$ cat src/rtl/multi_chan_transfer_manager_pkg.sv
// Shared definitions for the multi-channel DAQ transfer manager:
// FSM state encoding, the header tag word and the DAQ header/trailer
// packing helpers (including the saturating 32-bit word counter step).
package multi_chan_transfer_manager_pkg;

    typedef enum logic [3:0] {
        ST_IDLE,
        ST_HAS_FILLNUM,
        ST_HEADER1,
        ST_HEADER2,
        ST_SELECT,
        ST_SEND_COMMAND,
        ST_WAIT_RESPONSE,
        ST_READY_DATA,
        ST_DATA1,
        ST_DATA_OUT,
        ST_LAST_OUT,
        ST_TRAILER
    } state_e;

    localparam logic [31:0] HDR_TAG = 32'h00000008;

    // Word counter increment that sticks at all ones instead of wrapping.
    function automatic logic [31:0] sat_inc(input logic [31:0] v);
        return (v == 32'hFFFF_FFFF) ? v : v + 32'd1;
    endfunction

    function automatic logic [63:0] pack_header(input logic [23:0] fill);
        return {8'h00, fill, HDR_TAG};
    endfunction

    // The trailer itself counts as one word, hence the increment.
    function automatic logic [63:0] pack_trailer(input logic [23:0] fill,
                                                 input logic [31:0] cnt);
        return {8'h00, fill, sat_inc(cnt)};
    endfunction

endpackage

$ cat src/rtl/multi_chan_transfer_manager_chan_select.sv
// mctm_chan_select: combinational lowest-set-bit priority encoder.
// Ports:
//   mask_i  [NUM_CHAN]  remaining channel mask
//   idx_o   [CHAN_W]    index of the lowest set bit (0 when none)
//   none_o  [1]         high when the mask is all zero
module mctm_chan_select #(
    parameter int NUM_CHAN = 2,
    parameter int CHAN_W   = (NUM_CHAN > 1) ? $clog2(NUM_CHAN) : 1
) (
    input  logic [NUM_CHAN-1:0] mask_i,
    output logic [CHAN_W-1:0]   idx_o,
    output logic                none_o
);

    always_comb begin
        idx_o  = '0;
        none_o = (mask_i == '0);
        // Scan from the top so the lowest set bit is the last one written.
        for (int i = NUM_CHAN - 1; i >= 0; i--) begin
            if (mask_i[i]) begin
                idx_o = CHAN_W'(i);
            end
        end
    end

endmodule

$ cat src/rtl/multi_chan_transfer_manager.sv
// multi_chan_transfer_manager: per trigger, emits a two-word DAQ header,
// commands each enabled channel in ascending order, packs its 32-bit response
// words pairwise into 64-bit DAQ words, then emits a trailer with the fill
// number and total word count. Silent channels are abandoned after
// TIMEOUT_CYCLES and flagged in timeout_flags.
// Ports:
//   clk, rst                      clock, asynchronous active-high reset
//   chan_enable                   channel mask, captured on trigger accept
//   tm_fifo_*                     trigger (fill number) FIFO handshake
//   chan_tx_fifo_*                command stream to the channel links
//   chan_rx_fifo_*                response stream from the channel links
//   daq_*                         64-bit DAQ output stream
//   timeout_flags, busy           status
module multi_chan_transfer_manager
    import multi_chan_transfer_manager_pkg::*;
#(
    parameter int          NUM_CHAN       = 2,
    parameter int          CHAN_W         = (NUM_CHAN > 1) ? $clog2(NUM_CHAN) : 1,
    parameter logic [31:0] CMD_WORD       = 32'hBAADF00D,
    parameter int          TIMEOUT_CYCLES = 1024
) (
    input  logic                clk,
    input  logic                rst,
    input  logic [NUM_CHAN-1:0] chan_enable,
    input  logic [23:0]         tm_fifo_data,
    input  logic                tm_fifo_valid,
    output logic                tm_fifo_ready,
    output logic [31:0]         chan_tx_fifo_data,
    output logic [CHAN_W-1:0]   chan_tx_fifo_dest,
    output logic                chan_tx_fifo_valid,
    output logic                chan_tx_fifo_last,
    input  logic                chan_tx_fifo_ready,
    input  logic [31:0]         chan_rx_fifo_data,
    input  logic                chan_rx_fifo_valid,
    input  logic                chan_rx_fifo_last,
    output logic                chan_rx_fifo_ready,
    output logic [63:0]         daq_data,
    output logic                daq_valid,
    output logic                daq_header,
    output logic                daq_trailer,
    input  logic                daq_ready,
    output logic [NUM_CHAN-1:0] timeout_flags,
    output logic                busy
);

    localparam int TMO_W = (TIMEOUT_CYCLES > 2) ? $clog2(TIMEOUT_CYCLES) : 1;
    localparam logic [TMO_W-1:0] TMO_LAST = TMO_W'(TIMEOUT_CYCLES - 1);

    state_e              state_q, state_d;
    logic [23:0]         fill_q, fill_d;
    logic [NUM_CHAN-1:0] mask_q, mask_d;
    logic [NUM_CHAN-1:0] rem_q, rem_d;
    logic [31:0]         word_cnt_q, word_cnt_d;
    logic [CHAN_W-1:0]   chan_q, chan_d;
    logic [TMO_W-1:0]    tmo_q, tmo_d;
    logic [63:0]         daq_data_q, daq_data_d;
    logic [NUM_CHAN-1:0] tmo_flags_q, tmo_flags_d;

    logic [CHAN_W-1:0]   sel_idx;
    logic                sel_none;

    mctm_chan_select #(
        .NUM_CHAN (NUM_CHAN),
        .CHAN_W   (CHAN_W)
    ) u_chan_select (
        .mask_i (rem_q),
        .idx_o  (sel_idx),
        .none_o (sel_none)
    );

    always_ff @(posedge clk or posedge rst) begin
        if (rst) begin
            state_q     <= ST_IDLE;
            fill_q      <= '0;
            mask_q      <= '0;
            rem_q       <= '0;
            word_cnt_q  <= '0;
            chan_q      <= '0;
            tmo_q       <= '0;
            daq_data_q  <= '0;
            tmo_flags_q <= '0;
        end else begin
            state_q     <= state_d;
            fill_q      <= fill_d;
            mask_q      <= mask_d;
            rem_q       <= rem_d;
            word_cnt_q  <= word_cnt_d;
            chan_q      <= chan_d;
            tmo_q       <= tmo_d;
            daq_data_q  <= daq_data_d;
            tmo_flags_q <= tmo_flags_d;
        end
    end

    always_comb begin
        state_d     = state_q;
        fill_d      = fill_q;
        mask_d      = mask_q;
        rem_d       = rem_q;
        word_cnt_d  = word_cnt_q;
        chan_d      = chan_q;
        tmo_d       = tmo_q;
        daq_data_d  = daq_data_q;
        tmo_flags_d = tmo_flags_q;

        case (state_q)
            ST_IDLE: begin
                if (tm_fifo_valid) begin
                    fill_d      = tm_fifo_data;
                    mask_d      = chan_enable;
                    rem_d       = chan_enable;
                    word_cnt_d  = '0;
                    tmo_flags_d = '0;
                    state_d     = ST_HAS_FILLNUM;
                end
            end
            ST_HAS_FILLNUM: begin
                daq_data_d = pack_header(fill_q);
                state_d    = ST_HEADER1;
            end
            ST_HEADER1: begin
                if (daq_ready) begin
                    word_cnt_d = sat_inc(word_cnt_q);
                    daq_data_d = 64'(mask_q);
                    state_d    = ST_HEADER2;
                end
            end
            ST_HEADER2: begin
                if (daq_ready) begin
                    word_cnt_d = sat_inc(word_cnt_q);
                    state_d    = ST_SELECT;
                end
            end
            ST_SELECT: begin
                if (sel_none) begin
                    daq_data_d = pack_trailer(fill_q, word_cnt_q);
                    state_d    = ST_TRAILER;
                end else begin
                    chan_d  = sel_idx;
                    rem_d   = rem_q & ~(NUM_CHAN'(1) << sel_idx);
                    state_d = ST_SEND_COMMAND;
                end
            end
            ST_SEND_COMMAND: begin
                if (chan_tx_fifo_ready) begin
                    tmo_d   = '0;
                    state_d = ST_WAIT_RESPONSE;
                end
            end
            ST_WAIT_RESPONSE: begin
                // An arriving word wins over an expiring timeout in the same cycle.
                if (chan_rx_fifo_valid) begin
                    state_d = chan_rx_fifo_last ? ST_SELECT : ST_READY_DATA;
                end else if (tmo_q == TMO_LAST) begin
                    tmo_flags_d[chan_q] = 1'b1;
                    state_d             = ST_SELECT;
                end else begin
                    tmo_d = tmo_q + TMO_W'(1);
                end
            end
            ST_READY_DATA: begin
                if (chan_rx_fifo_valid) begin
                    daq_data_d = {chan_rx_fifo_data, 32'h0};
                    state_d    = chan_rx_fifo_last ? ST_LAST_OUT : ST_DATA1;
                end
            end
            ST_DATA1: begin
                if (chan_rx_fifo_valid) begin
                    daq_data_d = {daq_data_q[63:32], chan_rx_fifo_data};
                    state_d    = chan_rx_fifo_last ? ST_LAST_OUT : ST_DATA_OUT;
                end
            end
            ST_DATA_OUT: begin
                if (daq_ready) begin
                    word_cnt_d = sat_inc(word_cnt_q);
                    state_d    = ST_READY_DATA;
                end
            end
            ST_LAST_OUT: begin
                if (daq_ready) begin
                    word_cnt_d = sat_inc(word_cnt_q);
                    state_d    = ST_SELECT;
                end
            end
            ST_TRAILER: begin
                if (daq_ready) begin
                    state_d = ST_IDLE;
                end
            end
            default: state_d = ST_IDLE;
        endcase
    end

    // Handshake outputs are pure decodes of the registered state.
    assign tm_fifo_ready      = (state_q == ST_IDLE);
    assign busy               = (state_q != ST_IDLE);
    assign chan_tx_fifo_valid = (state_q == ST_SEND_COMMAND);
    assign chan_tx_fifo_last  = chan_tx_fifo_valid;
    assign chan_tx_fifo_data  = CMD_WORD;
    assign chan_tx_fifo_dest  = chan_q;
    assign chan_rx_fifo_ready = (state_q == ST_WAIT_RESPONSE) ||
                                (state_q == ST_READY_DATA)    ||
                                (state_q == ST_DATA1);
    assign daq_valid          = (state_q == ST_HEADER1)  || (state_q == ST_HEADER2) ||
                                (state_q == ST_DATA_OUT) || (state_q == ST_LAST_OUT) ||
                                (state_q == ST_TRAILER);
    assign daq_header         = (state_q == ST_HEADER1);
    assign daq_trailer        = (state_q == ST_TRAILER);
    assign daq_data           = daq_data_q;
    assign timeout_flags      = tmo_flags_q;

endmodule

$ cat config.mk
export PLATFORM = sky130hd
export DESIGN_NAME = multi_chan_transfer_manager
export DESIGN_NICKNAME = d
export VERILOG_FILES = /design/src/rtl/multi_chan_transfer_manager_pkg.sv /design/src/rtl/multi_chan_transfer_manager_chan_select.sv /design/src/rtl/multi_chan_transfer_manager.sv
export SDC_FILE = /design/constraint.sdc
export NUM_CORES = 1
export LEC_CHECK = 0
export CORE_MARGIN = 2
export CORE_UTILIZATION = 38
export CTS_CLUSTER_SIZE = 14
export DETAILED_ROUTE_END_ITERATION = 6
export PLACE_DENSITY = 0.66
export SLEW_MARGIN = 20
export SYNTH_ARGS = -nofsm -noshare
export SYNTH_HDL_FRONTEND = slang
export SYNTH_SLANG_ARGS = --single-unit
$ cat constraint.sdc
create_clock -name clk -period 9.75 [get_ports clk]
set_input_delay 0.975 -clock clk [delete_from_list [all_inputs] [get_ports clk]]
set_output_delay 0.975 -clock clk [all_outputs]
set_load 0.05 [all_outputs]
==> results_dict.tcl <==
set metrics [dict create \
    p_sw_mw 1.369 \
    clock_sinks 141 \
    design.die.area_um2 21400 \
    clockBufferDepth 2 \
    numCtsBuffers 17 \
    drv_cap 0 \
    start_kind "flop" \
    first_pass_iters 5 \
    synth_area_leaders "dfrtp_1, nand2_1, a22oi_1, a21oi_1, buf_4" \
    grt_usage 0.2007 \
    hold_viol_final 0 \
    outcome "finished clean" \
    clock_skew_ns 0.01226 \
    worst-r2r-setup-slack_ns 6.58 \
    drc 0 \
    layout.nets 1020 \
    final_util 0.4855 \
    numPortBuffers 139 \
    postSynthAreaPerCell_um2 9.082 \
    worstPathRequired_ns 8.78 \
    drv_slew 0 \
    grt_pass1_vias 6137 \
    power_density_nw_per_um2 313.0 \
    via_count 6761 \
    endpoint "chan_rx_fifo_ready" \
    wl_met2_mm 10.63 \
    p_clk_frac 0.236 \
    max_freq_mhz 246.9 \
    pwr-share-seq 0.304 \
    yosysTopAreaCell "dfrtp_1" \
    met1Wirelength_mm 9.871 \
    dieWidth_um 146.3 \
    peakVddDrop_v 0.0001473 \
    top_layer "met4" \
    wl_met3_um 966 \
    rows 52 \
    swShare 0.4495 \
    cts.clk_slew.worst_paths_ns 0.06 \
    tns_ns 0 \
    min_path_type "flop to flop" \
    critPathArrivalTime_ns 3.08 \
    syn_area_um2 7692 \
    holdWs_ns 0.4759 \
    cts_hold_buf 0 \
    fp.dieH_um 146.3 \
    pin_count 172 \
    synth_top_cell_area_share 0.4587 \
    drtAntennaViolNets 0 \
    synthCells 847 \
    start_util 0.3839 \
    post_drt_wl_per_cell_um 17.55 \
    r2r_cells 5 \
    rsz0062_at_grt "false" \
    syn2layout_area_growth_pct 26.48 \
    synth_warnings 0 \
    r2r_end "daq_data[14]" \
    viasPerCell 5.466 \
    synthDistinctLibCells 65 \
    relSlewSlack 0.3489 \
    crit_fanout 24 \
    post_cts_buffers 0 \
    drive_above_1_share 0.06522 \
    clk_latency_ns 0.42 \
    min_period_ns 4.051 \
    ys_ff_latch 141 \
    drt_wl_total_mm 21.71 \
    drt_iter0_markers 604 \
    grt_max_degree 74 \
    synth-edff-count 0 \
    design_area_um2 9729 \
    clock-root-buffer "clkbuf_16" \
    cp-end-kind "primary output" \
    synthArstFlopShare 1.000 \
    coreArea_um2 20040 \
    place_congestion 0.8176 \
    p_int_mw 1.676 \
    crit_start "state_q[3]" \
    synthFlopType "dfrtp_1" \
    combPwrFrac 0.460 \
    grt_pass1_wl_mm 34.20 \
    cts_tree "done" \
    r2r-start "state_q[2]" \
    finalCritPeriodShare 0.4154 \
    dpl_cell_area_um2 9074 \
    grt_remaining_overflow 0 \
    finalWorstSetupSlack_ns 5.699 \
    htreeDepth 4 \
    antenna_found_initial 1 \
    ys_seq_area_frac 0.4587 \
    pre_cts_ws_ns 6.133 \
    dpl.hpwl_mm 14.74 \
    cellLeakagePower_nw 4.030 \
    final-setup-viol-count 0 \
    cts_resized 0 \
    path_class "flop to primary output" \
    worst_slew_pin_slew_ns 0.9766 \
]
## registers in the layout, summed over array words and instances (netlist names)
register / count
chan_tx_fifo_dest: 1
daq_data: 64
fill_q: 24
mask_q: 2
rem_q: 2
state_q: 4
timeout_flags: 2
tmo_q: 10
word_cnt_q: 32
## routing by layer
metal  vias to the layer above  track usage
li1                       3228            -
met1                      3329       0.2794
met2                       185       0.3163
met3                        19      0.04250
met4                         0      0.06019
met5                         -            0
## critical path: stages (launching register included)
cell and delay (ns):
dfrtp_1 0.88, inv_1 0.27, or4_1 0.57, nand2_1 0.12, clkdlybuf4s50_1 0.81
## how the worst min path moves through the flow
stage | start | end | slack [ns] | depth (start not counted)
2_1_floorplan | mask_q[1] | mask_q[1] | 0.45 | 2
3_3_place_gp | fill_q[2] | fill_q[2] | 0.46 | 2
3_5_place_dp | fill_q[3] | fill_q[3] | 0.46 | 2
4_1_cts | fill_q[17] | fill_q[17] | 0.48 | 2
5_1_grt | fill_q[17] | fill_q[17] | 0.49 | 2
6_report | fill_q[17] | fill_q[17] | 0.48 | 2
## power by group through the flow
stage / Clock [mW] / Combinational [mW] / Sequential [mW]
global placement: 0 / 1.38 / 0.930
finish: 0.719 / 1.40 / 0.927
floorplan: 0 / 0.727 / 1.18
global route: 0.758 / 1.50 / 0.949
detailed placement: 0 / 1.40 / 0.931
CTS: 0.728 / 1.40 / 0.923
## cell usage in the layout (no fill, tap or decap), types with 5 or more instances in the layout
master	Yosys	layout
dfrtp_1	141	141
nand2b_1	8	8
nor3_1	7	7
o21ai_0	52	52
nor4_1	5	5
o21ai_1	10	10
a22oi_1	54	54
nor2b_1	5	5
bufinv_16	0	5
clkdlybuf4s50_1	0	139
a21oi_1	58	57
nand4_1	14	14
buf_4	37	11
and4_1	6	6
inv_1	20	19
and3_1	6	6
o211ai_1	15	15
nand3_1	38	38
nor2_1	45	45
nand2_1	122	122
conb_1	2	32
mux2i_1	5	5
and2_1	10	10
or4_1	16	16
and3b_1	5	5
clkbuf_16	0	17
xor2_1	6	6
a31oi_1	21	21
xnor2_1	21	21
## per-stage QoR
step	cells	total power, mW
2_1_floorplan	877	1.907
3_3_place_gp	1204	2.305
3_5_place_dp	1204	2.327
4_1_cts	1236	3.055
5_1_grt	1237	3.209
6_report	1237	3.045
## cell usage after synthesis (3+ instances only)
library cell,instances
and2_1,10
dfrtp_1,141
nor4_1,5
o211ai_1,15
inv_1,20
o21ai_0,52
nand3_1,38
nand2b_1,8
buf_6,5
o31ai_1,3
nor2_1,45
and3b_1,5
a22oi_1,54
nand4_1,14
a22o_1,4
buf_2,26
a2111oi_2,3
o21ai_1,10
and4_4,4
a21o_1,4
clkbuf_1,23
nand2_1,122
mux2i_1,5
and4_1,6
or4_1,16
a31oi_1,21
a211oi_1,4
buf_4,37
nor3_1,7
a21oi_1,58
xnor2_1,21
and3_1,6
or3_1,4
xor2_1,6
nor2b_1,5
## final cells by class
| class | instances | area (um2) |
|---|---|---|
| fill | 1923 | 10310 |
| multi-input combinational | 623 | 3654 |
| sequential | 141 | 3528 |
| timing repair buffer | 150 | 1474 |
| clock buffer | 19 | 442.9 |
| tap | 270 | 337.8 |
| clock inverter | 13 | 210.2 |
| inverter | 20 | 80.08 |
| antenna | 1 | 2.502 |
## cells by family after synthesis
family,count (synthesis),share of synthesized area
and+or+nand+nor,305,0.2009
DFF,141,0.4587
buffers and inverters,113,0.08230
muxes,5,0.006506
xor gates and xnor gates,27,0.03074
AOI/OAI and AO/OA,252,0.2167
adders and majority gates,2,0.003253
other,2,0.0009763
Note: power is estimated with default switching activity, not from simulation.
==> patch, RTL diff (config.mk and constraints unchanged) <==
Put one more register stage on the output `timeout_flags`, with the module's reset. The value now appears one clock later. The other outputs are not delayed to match. Comments in the files are not updated.
--- a/src/rtl/multi_chan_transfer_manager.sv
+++ b/src/rtl/multi_chan_transfer_manager.sv
@@ -208,5 +208,11 @@
     assign daq_trailer        = (state_q == ST_TRAILER);
     assign daq_data           = daq_data_q;
-    assign timeout_flags      = tmo_flags_q;
+    always_ff @(posedge clk or posedge rst) begin
+        if (rst) begin
+            timeout_flags <= '0;
+        end else begin
+            timeout_flags <= tmo_flags_q;
+        end
+    end
 
 endmodule
Behaviour: no difference found for any inputs over 4 cycles, from zero or initial values and one cycle with rst high; that may be too few to reach the edited logic, so the function may still have changed.
==> patch against the unedited design <==
- critical path depth shrank 2
- sequential share of layout area shrank 0.72 points
- sequential cell count grew 2
- register-to-register slack lost 0.06 ns
- worst setup slack gained 0.32 ns
- via count grew 4.1%
- power shrank 4.8%
- fmax grew 8.6%
- wire length grew 3.1%
- hold slack lost 0.093 ns
- sequential power shrank 3.3%
- utilization shrank 0.36 points
- final area grew 3.5%
- synthesized area grew 4.2%
- largest cell class unchanged
- highest routed layer unchanged
==> patch: results (changes against the unedited design) <==
<table>
<tr><th>Metric</th><th>Value</th></tr>
<tr><th colspan="2">Outcome</th></tr>
<tr><td>Result of the run</td><td>completed</td></tr>
<tr><th colspan="2">Worst hold path</th></tr>
<tr><td>Hold Path Cell Cnt</td><td>0 (-2)</td></tr>
<tr><td>Worst Min Path Start</td><td>tmo_flags_q[0]</td></tr>
<tr><th colspan="2">Drt</th></tr>
<tr><td>Total via count after detailed routing</td><td>7041 (+4.1%)</td></tr>
<tr><td>Wire length after detailed routing</td><td>22370 µm (+3.1%)</td></tr>
<tr><td>DR iter-0 viols</td><td>514 (-15%)</td></tr>
<tr><th colspan="2">Global routing</th></tr>
<tr><td>Global Route Usage Sum</td><td>20.51% (+0.44 points)</td></tr>
<tr><td>Pin count of the biggest net entering global routing</td><td>100 (+35%)</td></tr>
<tr><td>Initial antenna violation count</td><td>0 (-1)</td></tr>
<tr><th colspan="2">Layout</th></tr>
<tr><td>Number of inserted diodes</td><td>0 (-1)</td></tr>
<tr><td>Layout cells sized above 1</td><td>7.080% (+0.56 points)</td></tr>
<tr><td>Nets</td><td>1071 (+5.0%)</td></tr>
<tr><th colspan="2">Place</th></tr>
<tr><td>Final RePlAce weighted congestion</td><td>0.8650 (+5.8%)</td></tr>
<tr><td>DPL Wire Length</td><td>15500 µm (+5.1%)</td></tr>
<tr><td>Cell count after placement</td><td>1260 (+4.7%)</td></tr>
<tr><th colspan="2">STA</th></tr>
<tr><td>Clock skew</td><td>0.006943 ns (-0.005316 ns)</td></tr>
<tr><td>Worst hold slack</td><td>0.3831 ns (-0.09279 ns)</td></tr>
<tr><td>Period utilisation layout</td><td>38.27% (-3.3 points)</td></tr>
<tr><th colspan="2">Critical path</th></tr>
<tr><td>Count of cells along the worst register-to-register path</td><td>4 (-1)</td></tr>
<tr><td>Worst setup endpoint</td><td>tm_fifo_ready</td></tr>
<tr><td>Reg-to-reg setup timing slack</td><td>6.52 ns (-0.06 ns)</td></tr>
<tr><td>Largest fanout of any net on the critical path</td><td>26 (+8.3%)</td></tr>
<tr><td>Beginning of the critical path</td><td>state_q[1]</td></tr>
<tr><th colspan="2">Logic synthesis</th></tr>
<tr><td>Leading cell types by total area after synthesis</td><td>dfrtp_1 (45%), nand2_1 (9.7%), o21ai_0 (3.9%), buf_4 (3.1%), clkbuf_1 (2.3%)</td></tr>
<tr><td>Post-synthesis cell count</td><td>910 (+7.4%)</td></tr>
<tr><td>Leading cell types by count after synthesis</td><td>nand2_1 (208), dfrtp_1 (143), o21ai_0 (62)</td></tr>
<tr><td>Sequential cell area fraction in the yosys report</td><td>44.63% (-1.2 points)</td></tr>
<tr><th colspan="2">Power and ir drop</th></tr>
<tr><td>Combinational gate power</td><td>1.31 mW (-6%)</td></tr>
<tr><td>Portion of total power attributed to sequential cells</td><td>30.9% (+0.5 points)</td></tr>
<tr><td>Sequential group power</td><td>896 µW (-3.3%)</td></tr>
</table>
-- patch: metal layers --
metal | global-route usage (%) | vias up | share of wire [%]
met1 | 29.16 | 3402 | 45
li1 | - | 3381 | -
met5 | 0 | - | 0
met4 | 6.381 | 0 | 1.9
met2 | 31.29 | 227 | 46
met3 | 4.434 | 31 | 6.5
-- patch: cell families after synthesis --
group | share of synthesized area, %
other | 0.09367
adder cells (fa/ha/maj) | 0.4369
AO/OA/AOI/OAI | 19.43
XOR/XNOR | 3.496
buffers and inverters | 7.366
multiplexers | 1.951
flip-flops | 44.63
AND/OR/NAND/NOR | 22.60
-- patch: cell type report --
cell class	count	area [µm²]	area share, %
Clock buffer	19	442.9	4.400
Multi-Input combinational cell	680	3996	39.70
Clock inverter	13	185.2	1.839
Tap cell	275	344.1	3.418
Timing Repair Buffer	149	1466	14.57
Sequential cell	143	3578	35.55
Inverter	13	53.80	0.5344
